[config.mk]
export PLATFORM = sky130hd
export DESIGN_NAME = fpcvt_seq
export DESIGN_NICKNAME = d
export VERILOG_FILES = /design/src/rtl/fpcvt_seq.sv
export SDC_FILE = /design/constraint.sdc
export NUM_CORES = 1
export LEC_CHECK = 0
export BUFFER_PORTS_ARGS = -buffer_cell sky130_fd_sc_hd__buf_2
export CAP_MARGIN = 25
export CORE_MARGIN = 2
export CORE_UTILIZATION = 50
export CTS_CLUSTER_SIZE = 30
export DETAILED_ROUTE_END_ITERATION = 6
export GPL_TIMING_DRIVEN = 0
export PLACE_DENSITY_LB_ADDON = 0.1
export SETUP_SLACK_MARGIN = 0.02
export SLEW_MARGIN = 20
export SYNTH_ARGS = -nofsm -noshare
export SYNTH_HDL_FRONTEND = slang
export SYNTH_SLANG_ARGS = --single-unit
[constraint.sdc]
create_clock -name clk -period 1.85 [get_ports clk]
set_input_delay 0.2775 -clock clk [delete_from_list [all_inputs] [get_ports clk]]
set_output_delay 0.2775 -clock clk [all_outputs]
set_load 0.01 [all_outputs]
[src/rtl/fpcvt_seq.sv]
// Sequential two's-complement to sign/exponent/significand converter, one normalising shift per clock.
// Optional macro FPCVT_PIPE_ACCEPT_EN: accept the next sample on the edge that consumes the result.
module fpcvt_seq #(
   parameter int DW = 12,
   parameter int EW = 3,
   parameter int FW = 4
) (
   input  logic          clk,
   input  logic          rst,
   input  logic          in_valid,
   output logic          in_ready,
   input  logic [DW-1:0] in_data,
   output logic          out_valid,
   input  logic          out_ready,
   output logic          out_s,
   output logic [EW-1:0] out_e,
   output logic [FW-1:0] out_f,
   output logic          busy
);

   localparam int CW = EW + 1;
   localparam logic [CW-1:0] LZMAX = CW'(2 ** EW);
   localparam logic [EW-1:0] EMAX = {EW{1'b1}};
   localparam logic [DW-1:0] MAG_SAT = {1'b1, {(DW-1){1'b0}}};
   localparam logic [FW-1:0] F_CARRY = {1'b1, {(FW-1){1'b0}}};

   typedef enum logic [1:0] {IDLE, NORM, ROUND, DONE} state_t;

   state_t        state_reg, state_next;
   logic [DW-1:0] mag_reg, mag_next;
   logic [CW-1:0] cnt_reg, cnt_next;
   logic          sign_reg, sign_next;
   logic          sat_reg, sat_next;
   logic          out_s_reg, out_s_next;
   logic [EW-1:0] out_e_reg, out_e_next;
   logic [FW-1:0] out_f_reg, out_f_next;

   logic          accept;
   logic [DW-1:0] in_mag;
   logic [FW-1:0] f0;
   logic          rbit;
   logic [EW-1:0] e0;
   logic [EW-1:0] rnd_e;
   logic [FW-1:0] rnd_f;

`ifdef FPCVT_PIPE_ACCEPT_EN
   assign in_ready = (state_reg == IDLE) || ((state_reg == DONE) && out_ready);
`else
   assign in_ready = (state_reg == IDLE);
`endif

   assign accept    = in_valid && in_ready;
   // Negating the most-negative sample wraps back to 2^(DW-1), which flags saturation.
   assign in_mag    = in_data[DW-1] ? ((~in_data) + {{(DW-1){1'b0}}, 1'b1}) : in_data;
   assign out_valid = (state_reg == DONE);
   assign busy      = (state_reg != IDLE);
   assign out_s     = out_s_reg;
   assign out_e     = out_e_reg;
   assign out_f     = out_f_reg;

   assign f0   = mag_reg[DW-1 -: FW];
   assign rbit = mag_reg[DW-1-FW];
   assign e0   = (cnt_reg == '0) ? EMAX : EW'(LZMAX - cnt_reg);

   always_comb begin
      rnd_e = e0;
      rnd_f = f0;
      if (sat_reg) begin
         rnd_e = EMAX;
         rnd_f = '1;
      end else if (rbit) begin
         if (f0 != '1) begin
            rnd_f = f0 + 1'b1;
         end else if (e0 != EMAX) begin
            rnd_f = F_CARRY;
            rnd_e = e0 + 1'b1;
         end else begin
            rnd_f = '1;
            rnd_e = EMAX;
         end
      end
   end

   always_comb begin
      state_next = state_reg;
      mag_next   = mag_reg;
      cnt_next   = cnt_reg;
      sign_next  = sign_reg;
      sat_next   = sat_reg;
      out_s_next = out_s_reg;
      out_e_next = out_e_reg;
      out_f_next = out_f_reg;
      case (state_reg)
         IDLE: begin
            if (accept) begin
               sign_next  = in_data[DW-1];
               mag_next   = in_mag;
               cnt_next   = '0;
               sat_next   = (in_mag == MAG_SAT);
               state_next = NORM;
            end
         end
         NORM: begin
            if (mag_reg[DW-1] || (cnt_reg == LZMAX)) begin
               state_next = ROUND;
            end else begin
               mag_next = mag_reg << 1;
               cnt_next = cnt_reg + 1'b1;
            end
         end
         ROUND: begin
            out_s_next = sign_reg;
            out_e_next = rnd_e;
            out_f_next = rnd_f;
            state_next = DONE;
         end
         DONE: begin
            if (out_ready) begin
               state_next = IDLE;
            end
`ifdef FPCVT_PIPE_ACCEPT_EN
            if (accept) begin
               sign_next  = in_data[DW-1];
               mag_next   = in_mag;
               cnt_next   = '0;
               sat_next   = (in_mag == MAG_SAT);
               state_next = NORM;
            end
`endif
         end
         default: state_next = IDLE;
      endcase
   end

   always_ff @(posedge clk) begin
      if (rst) begin
         state_reg <= IDLE;
         mag_reg   <= '0;
         cnt_reg   <= '0;
         sign_reg  <= 1'b0;
         sat_reg   <= 1'b0;
         out_s_reg <= 1'b0;
         out_e_reg <= '0;
         out_f_reg <= '0;
      end else begin
         state_reg <= state_next;
         mag_reg   <= mag_next;
         cnt_reg   <= cnt_next;
         sign_reg  <= sign_next;
         sat_reg   <= sat_next;
         out_s_reg <= out_s_next;
         out_e_reg <= out_e_next;
         out_f_reg <= out_f_next;
      end
   end

endmodule

==> results.md <==
- Worst hold slack after final layout: 243.4 ps
- Initial antenna violation count: 0
- Top post-synthesis cells by count: 28 x dfxtp_1, 25 x nand2_1, 20 x nor2_1
- Final count of pins violating max slew: 0
- Buffer cell driving the clock tree root: clkbuf_4
- Via total after detailed routing: 1599
- WL per Instance: 13.21 um
- Net count of the mapped netlist: 241
- Dpl hpwl: 2831 um
- Dominant cell by count in the synthesized netlist: dfxtp_1
- Worst-path fanout max: 10
- Share of flip-flops with an asynchronous set or reset: 0
- Initial Utilization: 0.5219
- Mapped Area: 1755 um2
- Largest net degree at the start of global routing: 17
- Number of standard cells after synthesis: 216
- RD Place Congestion: 0.7901
- Final period util: 0.9528
- Most area-consuming cells after synthesis: dfxtp_1 32%, ha_1 6.4%, nand2_1 5.3%, a21oi_1 4.6%, nor2_1 4.3%
- Number of buffer cells added on primary ports: 26
- Min cycle time layout: 1763 ps
- Main synth FF type: dfxtp_1
- Vias per Instance: 5.439
- Number of global-route vias before repair: 1440
- First-pass iteration count of the detailed router: 4
- Total Routing Usage GR: 0.1951
- Number of primary I/O pins: 27
- Total DRC errors in the routed layout: 0
- CP startpoint kind: flip-flop
- Total number of yosys warnings: 0
- Total power per unit cell area: 1448 nW/um2
- H-tree depth: 1
- N_diodes: 0
- P&R area growth vs syn: 18.75%
- Maximum operating frequency: 567.3 MHz
- Summed negative setup slack over all endpoints: 0 ps
- Number of clock sinks: 28
- Endpoints failing setup: 0
- Run status: finished clean
- Final setup skew: 19.73 ps
- Post-Route Utilization: 0.6198
- Proportion of netlist area held by the largest area contributor: 0.3193
- Antenna violation net count after detailed routing: 0
- CTS Hold Bufs: 0
- Endpoint required time on the critical path: 2100 ps
- Worst slew margin relative to its limit: 0.6487
- Worst hold path type: in2reg
- Clock input transition at the sequential cells of the worst setup and hold paths: 130 ps
- Maximum vdd drop: 0.7661 mV
- Number of buffers inserted during clock tree synthesis: 3
- Leakage Power: 0.0008155 uW
- Number of max-capacitance violations reported: 0
- TritonCTS clock tree: yes
- Avg Cell Area, Syn: 8.127 um2
- Register bit count reported by yosys: 28
- Total wirelength of the detailed-routed design: 3885 um
- Sequential cell area fraction in the yosys report: 0.3193
- Class of the most critical setup path: reg2reg
- Cells on Worst Hold Path: 3
- Slew of the pin with the lowest slew margin: 526.9 ps
- Longest Clk Path Bufs: 2
- Overflow after GRT: 0
- Detailed router's first-iteration violation count: 62
- Global-route wire length before repair: 6313 um
- Cell type with the largest total area after synthesis: dfxtp_1
- Unrepaired setup endpoints after global routing: yes
- Number of nets in the layout: 274
- Critical Path End Type: flip-flop
- Core outline area: 3363 um2
- Final count of hold timing violations: 0
- Number of synthesized flops with an enable pin: 0
- Overall die area: 4001 um2
- Clock latency at the later pin of the worst-skew pair: 330 ps
- Fraction of final layout cells sized beyond drive strength 1: 0.2379
- Worst Reg2Reg Path Length in Cells: 7
- Horizontal die dimension: 63.25 um
- Overall die height: 63.25 um
- Row cnt: 21
- Netlist cell types: 46
- Largest register FFs: 12
- Arrival time reported for the critical path endpoint: 2010 ps
[power by group]
part           internal, uW  switching [uW]
sequential              815             150
clock                   219             175
combinational           714             945
total                  1750            1270
[repair_timing]
item	CTS	global route
pin swaps	1	3
setup buffers	1	3
setup endpoints to repair	17	18
resized for setup	7	12
[worst max-delay path, cell delays in order, from the launching register on]
cell	delay (ps)
dfxtp_1	400
inv_1	110
ha_2	280
nor2b_2	280
o21a_2	190
buf_4	170
o211ai_1	120
a21oi_1	160
[cell usage in the layout, fill, tap and decap left out, types with 4 or more instances in the layout]
master / synthesis / layout
nand3_1: 4 / 4
nand2_1: 25 / 25
o211ai_1: 4 / 4
dfxtp_1: 28 / 26
buf_4: 0 / 5
xor2_1: 5 / 5
a211oi_1: 8 / 8
nor2_1: 20 / 20
mux2i_1: 6 / 6
xnor2_1: 6 / 6
clkbuf_1: 6 / 4
buf_2: 3 / 28
a21oi_1: 16 / 16
nand2b_1: 11 / 10
ha_1: 9 / 5
o21ai_0: 7 / 7
inv_1: 11 / 9
[kinds of logic after synthesis]
kind of cell,count (synthesis),share of synthesized area
AND/OR/NAND/NOR,83,0.2409
AO/OA/AOI/OAI,54,0.2181
flip-flops,28,0.3193
buffers and inverters,23,0.05559
XOR/XNOR,11,0.05488
adder cells (fa/ha/maj),9,0.06415
multiplexers,8,0.04704
[path summary, 6_finish.rpt]
check | slack [ps] | from | endpoint
max | 90 | state_reg[0] | mag_reg[6]
min | 240 | in_valid | sign_reg
max reg2reg | 90 | state_reg[0] | mag_reg[6]
min reg2reg | 460 | mag_reg[3] | mag_reg[3]
[routing by layer]
metal / GRT usage / up-vias / share of wire
li1: - / 829 / -
met1: 0.2337 / 740 / 0.44
met2: 0.3630 / 28 / 0.52
met3: 0.03750 / 2 / 0.035
met4: 0.03533 / 0 / 0.0046
met5: 0 / - / 0
[cell type report]
cell class / count / area, um2
Multi-Input combinational cell: 165 / 1154
Sequential cell: 28 / 568.0
Inverter: 11 / 41.29
Tap cell: 46 / 57.56
Fill cell: 340 / 1279
Timing Repair Buffer: 30 / 160.2
Buffer: 10 / 51.30
Clock inverter: 1 / 30.03
Clock buffer: 3 / 22.52
[metrics by stage]
stage	total power (uW)	cell area, um2	instances	worst slack (ps)
2_1_floorplan	2042	1755	216	108.2
3_3_place_gp	2412	1943	288	-218.3
3_5_place_dp	2431	1943	288	-250.7
4_1_cts	2898	2009	291	53.71
5_1_grt	3288	2085	294	-12.90
6_report	3019	2085	294	87.29
Power figures use the tool's default switching activity.
